**config.mk**
```make
export PLATFORM = sky130hd
export DESIGN_NAME = mawg_cfg_ctrl
export DESIGN_NICKNAME = d
export VERILOG_FILES = /design/src/rtl/mawg_cfg_ctrl.sv
export SDC_FILE = /design/constraint.sdc
export NUM_CORES = 1
export LEC_CHECK = 0
export ABC_AREA = 0
export CORE_AREA = 2 2 191 193
export CTS_BUF_LIST = sky130_fd_sc_hd__clkbuf_4
export DETAILED_ROUTE_END_ITERATION = 6
export DIE_AREA = 0 0 193 195
export GPL_ROUTABILITY_DRIVEN = 0
export PLACE_DENSITY = 0.86
export SLEW_MARGIN = 20
export SYNTH_ARGS = -nofsm -noshare
export SYNTH_HDL_FRONTEND = slang
export SYNTH_SLANG_ARGS = --single-unit
```
**constraint.sdc**
```tcl
create_clock -name clk -period 2.4 [get_ports clk]
set_clock_uncertainty 0.05 [all_clocks]
set_input_delay 0.48 -clock clk [delete_from_list [all_inputs] [get_ports clk]]
set_output_delay 0.48 -clock clk [all_outputs]
set_load 0.005 [all_outputs]
```
**src/rtl/mawg_cfg_ctrl.sv**
```systemverilog
// rtl/mawg_cfg_ctrl.sv - MAWG command-frame decoder with shadow/active config bank
// Frames: 1 command byte + 4 payload bytes MSB first; COMMIT swaps shadow into active atomically.
module mawg_cfg_ctrl #(
   parameter int TIMEOUT_CYC = 50000,
   parameter bit AUTO_COMMIT = 1'b0
) (
   input  logic        clk,
   input  logic        rst,
   input  logic        rx_valid,
   input  logic [7:0]  rx_data,
   output logic [1:0]  out_sel,
   output logic [1:0]  wave_sel,
   output logic [31:0] freq_ctrl,
   output logic        chirp_is_down,
   output logic [3:0]  chirp_delay,
   output logic [31:0] chirp_min_ctrl,
   output logic [31:0] chirp_max_ctrl,
   output logic [31:0] chirp_inc_rate,
   output logic [31:0] chirp_div_rate,
   output logic [31:0] pulse_duty_cycle,
   output logic [31:0] fm_ctr_ctrl,
   output logic [7:0]  fm_deviation,
   output logic [4:0]  fm_demod_rate,
   output logic        busy,
   output logic        cmd_done,
   output logic        cmd_err
);

   localparam int TW = $clog2(TIMEOUT_CYC + 1);
   localparam logic [TW-1:0] TMO_LAST = TW'(TIMEOUT_CYC - 1);

   typedef enum logic [1:0] {IDLE, PAYLOAD, EXEC} state_t;

   typedef struct packed {
      logic [1:0]  out_sel;
      logic [1:0]  wave_sel;
      logic [31:0] freq_ctrl;
      logic        chirp_is_down;
      logic [3:0]  chirp_delay;
      logic [31:0] chirp_min_ctrl;
      logic [31:0] chirp_max_ctrl;
      logic [31:0] chirp_inc_rate;
      logic [31:0] chirp_div_rate;
      logic [31:0] pulse_duty_cycle;
      logic [31:0] fm_ctr_ctrl;
      logic [7:0]  fm_deviation;
      logic [4:0]  fm_demod_rate;
   } cfg_t;

   state_t        state, state_next;
   logic [1:0]    byte_cnt, byte_next;
   logic [TW-1:0] tmo_cnt, tmo_next;
   logic [7:0]    cmd, cmd_next;
   logic [31:0]   pay_buf, buf_next;
   logic          timeout;
   cfg_t          shadow, active;
   logic          wr_ok;

   function automatic cfg_t apply_wr(input cfg_t c, input logic [7:0] op, input logic [31:0] p);
      cfg_t r;
      r = c;
      case (op)
         8'h00: r.out_sel          = p[1:0];
         8'h01: r.wave_sel         = p[1:0];
         8'h02: r.freq_ctrl        = p;
         8'h03: r.chirp_is_down    = p[0];
         8'h04: r.chirp_delay      = p[3:0];
         8'h05: r.chirp_min_ctrl   = p;
         8'h06: r.chirp_max_ctrl   = p;
         8'h07: r.chirp_div_rate   = p;
         8'h08: r.chirp_inc_rate   = p;
         8'h09: r.pulse_duty_cycle = p;
         8'h0A: r.fm_ctr_ctrl      = p;
         8'h0B: r.fm_deviation     = p[7:0];
         8'h0C: r.fm_demod_rate    = p[4:0];
         default: ;
      endcase
      return r;
   endfunction

   assign wr_ok = (cmd <= 8'h0C);

   always_ff @(posedge clk) begin
      if (!rst) begin
         state    <= IDLE;
         byte_cnt <= '0;
         tmo_cnt  <= '0;
         cmd      <= '0;
         pay_buf  <= '0;
      end else begin
         state    <= state_next;
         byte_cnt <= byte_next;
         tmo_cnt  <= tmo_next;
         cmd      <= cmd_next;
         pay_buf  <= buf_next;
      end
   end

   always_comb begin
      state_next = state;
      byte_next  = byte_cnt;
      tmo_next   = tmo_cnt;
      cmd_next   = cmd;
      buf_next   = pay_buf;
      timeout    = 1'b0;
      case (state)
         IDLE: begin
            if (rx_valid) begin
               cmd_next   = rx_data;
               state_next = PAYLOAD;
               byte_next  = '0;
               tmo_next   = '0;
            end
         end
         PAYLOAD: begin
            if (rx_valid) begin
               buf_next = {pay_buf[23:0], rx_data};
               tmo_next = '0;
               if (byte_cnt == 2'd3) begin
                  state_next = EXEC;
                  byte_next  = '0;
               end else begin
                  byte_next = byte_cnt + 2'd1;
               end
            end else if (tmo_cnt == TMO_LAST) begin
               state_next = IDLE;
               timeout    = 1'b1;
               tmo_next   = '0;
               byte_next  = '0;
               buf_next   = '0;
            end else begin
               tmo_next = tmo_cnt + TW'(1);
            end
         end
         EXEC: begin
            // A byte arriving in the execute cycle is the next frame's command.
            if (rx_valid) begin
               cmd_next   = rx_data;
               state_next = PAYLOAD;
               byte_next  = '0;
               tmo_next   = '0;
            end else begin
               state_next = IDLE;
            end
         end
         default: state_next = IDLE;
      endcase
   end

   always_ff @(posedge clk) begin
      if (!rst) begin
         shadow   <= '0;
         active   <= '0;
         cmd_done <= 1'b0;
         cmd_err  <= 1'b0;
      end else begin
         cmd_done <= 1'b0;
         cmd_err  <= timeout;
         if (state == EXEC) begin
            if (cmd == 8'h0E) begin
               active   <= shadow;
               cmd_done <= 1'b1;
            end else if (cmd == 8'h0F) begin
               shadow   <= '0;
               active   <= '0;
               cmd_done <= 1'b1;
            end else if (wr_ok) begin
               shadow <= apply_wr(shadow, cmd, pay_buf);
               if (AUTO_COMMIT)
                  active <= apply_wr(active, cmd, pay_buf);
               cmd_done <= 1'b1;
            end else begin
               cmd_err <= 1'b1;
            end
         end
      end
   end

   assign busy             = (state == PAYLOAD) || (state == EXEC);
   assign out_sel          = active.out_sel;
   assign wave_sel         = active.wave_sel;
   assign freq_ctrl        = active.freq_ctrl;
   assign chirp_is_down    = active.chirp_is_down;
   assign chirp_delay      = active.chirp_delay;
   assign chirp_min_ctrl   = active.chirp_min_ctrl;
   assign chirp_max_ctrl   = active.chirp_max_ctrl;
   assign chirp_inc_rate   = active.chirp_inc_rate;
   assign chirp_div_rate   = active.chirp_div_rate;
   assign pulse_duty_cycle = active.pulse_duty_cycle;
   assign fm_ctr_ctrl      = active.fm_ctr_ctrl;
   assign fm_deviation     = active.fm_deviation;
   assign fm_demod_rate    = active.fm_demod_rate;

endmodule

```
==> flow_summary.json <==
{
  "grt-ovfl-total": 0,
  "postSynthAreaPerCell_um2": 9.99,
  "irDropWorstVdd_mv": 0.466,
  "vias": 15800,
  "antenna_found_initial": 2,
  "clock_path_buffers": 3,
  "die_y_um": 195,
  "synth_ff_type": "dfxtp_1",
  "critPathMaxFanout": 2,
  "hold_start": "rst",
  "core_region_area_mm2": 0.0354,
  "finalCriticalPeriod_ps": 2320,
  "ys_seq_elements": 554,
  "num_rows": 69,
  "leakagePower_nw": 9.12,
  "r2r_slack_ps": 100,
  "nets": 2238,
  "drv_cap": 0,
  "ys_seq_area_share_pct": 57.5,
  "endpoint_kind": "output port",
  "required_ps": 1870,
  "port_buffers": 259,
  "ys_types": 51,
  "worstMarginPinSlew_ps": 1080,
  "insertion_delay_ps": 820,
  "max_stage_delay_ps": 540,
  "netlist_instances": 1932,
  "cts_hold_buf": 0,
  "syn2layout_area_growth_pct": 23.8,
  "crit_path_start": "chirp_inc_rate[31]",
  "ant_nets": 0,
  "drc_errors": 1,
  "start_kind": "flip-flop",
  "cts-root-buf": "clkbuf_4",
  "avgViaCountPerCell": 5.71,
  "worstPathArrival_ps": 1790,
  "outcome": "finished, violations left",
  "htreeDepth": 4,
  "totalWireLength_mm": 53.7,
  "drt_iter0_markers": 1442,
  "multi_input_area_mm2": 0.00726,
  "synth_area_mm2": 0.0193,
  "hp-class": "primary input to flip-flop",
  "n_fill_cell": 2578,
  "io_pins": 260,
  "dieArea_mm2": 0.0376,
  "synth_edf_count": 0,
  "clk_pin_slew_ps": 70,
  "critPathKind": "flip-flop to output port",
  "cts_tree": "built",
  "syn_nets": 1949,
  "hold_violations": 0,
  "die_x_um": 193,
  "track_usage_pct": 28.2,
  "routedWlPerCell_um": 19.4,
  "cpMaxStageDelayCell": "clkdlybuf4s50_1",
  "max_freq_mhz": 430,
  "violations": "DRC",
  "slew_violations": 0,
  "slew_headroom_pct": 27.8,
  "finish.utilization_pct": 67.5,
  "cts.sinks": 554,
  "setup_viol": 0,
  "critPathBufInv": 1,
  "hpwlAfterDp_mm": 34.0,
  "fin_cells": 2771,
  "finalCritPeriodShare_pct": 96.9,
  "r2r-start": "state[1]",
  "crit_path_cell_trace": "clkdlybuf4s50_1",
  "final-seq-area_mm2": 0.0111,
  "power_density_mw_per_mm2": 752,
  "grt_max_degree": 165,
  "dpl.cell_count": 2542,
  "yosys_warnings": 0,
  "grt_pass1_vias": 15300,
  "first_pass_iters": 7,
  "start_util_pct": 54.5,
  "cts_buffers": 136,
  "layout-drive-gt1-share_pct": 13.0,
  "cp_top_family": "buffers and inverters",
  "synthArstFlopShare_pct": 0,
  "grt_pass1_wl_mm": 83.4
}
[area by class of cell]
type,instances,share of cell area (%)
inverter,14,0.251
clock buffer,184,5.78
tap,461,2.41
timing repair buffer,310,13.4
sequential,554,46.4
clock inverter,41,1.27
multi-input combinational,1205,30.4
antenna,2,0.0209
[cell usage in the layout (no fill, tap or decap), types with 4 or more instances in the layout]
cell	instances
nand4_1	6
buf_4	32
nand3_1	20
clkdlybuf4s50_1	257
mux2i_1	79
a21oi_1	189
nor2_1	114
nor2b_1	12
nand2_1	382
or3_1	13
o22ai_1	34
nand2b_1	8
clkinv_2	6
clkinv_1	22
nor2b_4	20
a22o_1	246
o21ai_0	19
ha_1	6
clkbuf_4	184
inv_1	13
xnor2_1	4
dfxtp_1	552
buf_12	17
bufinv_16	4
[cell usage after synthesis (2+ instances only)]
cell type | number | area (µm²)
o21ai_0 | 19 | 95.1
nand2_1 | 382 | 1430
a22o_1 | 246 | 2150
buf_12 | 2 | 40.0
nor3b_1 | 2 | 15.0
nor4bb_1 | 2 | 20.0
o22ai_1 | 34 | 213
dfxtp_1 | 554 | 11100
and2_1 | 3 | 18.8
nand3_1 | 21 | 105
a22oi_1 | 3 | 22.5
xnor2_1 | 4 | 35.0
or3_1 | 13 | 81.3
o31ai_1 | 2 | 15.0
nand2b_1 | 8 | 50.1
buf_2 | 54 | 270
ha_1 | 6 | 75.1
a31oi_1 | 3 | 18.8
and4_1 | 3 | 26.3
clkbuf_1 | 68 | 255
nand4_1 | 6 | 37.5
mux2i_1 | 79 | 791
buf_4 | 6 | 45.0
nor2_1 | 116 | 435
mux2_2 | 2 | 22.5
a21oi_1 | 189 | 946
o41ai_1 | 2 | 17.5
or2_2 | 4 | 25.0
buf_6 | 29 | 327
nor2b_4 | 20 | 275
inv_1 | 14 | 52.6
and3_1 | 3 | 18.8
nor2b_1 | 15 | 93.8
[logic make-up after synthesis]
logic type / share of synthesized area [%]
compound gates: 18.4
xor+xnor: 0.181
mux: 4.21
fa+ha+maj: 0.389
buf+inv: 5.13
flops: 57.5
simple gates: 14.2
[registers in the layout (all words and copies together) (netlist names)]
register,flops
pay_buf,32
wave_sel,2
out_sel,2
cmd,8
state,2
cmd_err,1
chirp_min_ctrl,32
fm_deviation,8
shadow,246
chirp_delay,4
byte_cnt,2
chirp_max_ctrl,32
tmo_cnt,16
fm_demod_rate,5
chirp_is_down,1
freq_ctrl,32
chirp_inc_rate,32
fm_ctr_ctrl,32
cmd_done,1
pulse_duty_cycle,32
chirp_div_rate,32
[power breakdown]
group          internal, W  total [W]  leakage [nW]  switching (W)
clock network      0.00400    0.00769         0.992        0.00368
logic             0.000306   0.000965          3.67       0.000660
registers          0.00925    0.00930          4.46      0.0000573
[routing by layer]
metal / up-vias / part of all wire [%] / global-route usage, %
li1: 7352 / - / -
met1: 7547 / 41 / 36.1
met2: 759 / 47 / 44.8
met3: 154 / 7.8 / 6.25
met4: 0 / 4.3 / 14.3
met5: - / 0 / 0
[path summary, 6_finish.rpt]
path / end / cells past startpoint
worst max-delay path: chirp_inc_rate[31] / 1
worst min-delay path: cmd_done / 3
worst max register to register: chirp_inc_rate[10] / 6
worst min register to register: freq_ctrl[24] / 1
[per-stage QoR]
stage               worst slack, ps  instance area [µm²]  TNS, ps  power [W]  hold WS, ps
finish                         75.6                23900        0     0.0180         49.6
detailed placement             77.0                22200        0     0.0104          396
CTS                            52.4                23900        0     0.0181         4.39
global placement                115                22200        0     0.0104          391
global route                  -7.30                23900    -7.30     0.0187        -11.1
floorplan                       307                19300        0     0.0101          386
[timing repair]
action / CTS / global route
setup endpoints to repair: 1 / 11
resized for setup: 3 / 3
pin swaps: 0 / 0
setup buffers: 2 / 0
Note: power is estimated with default switching activity, not from simulation.
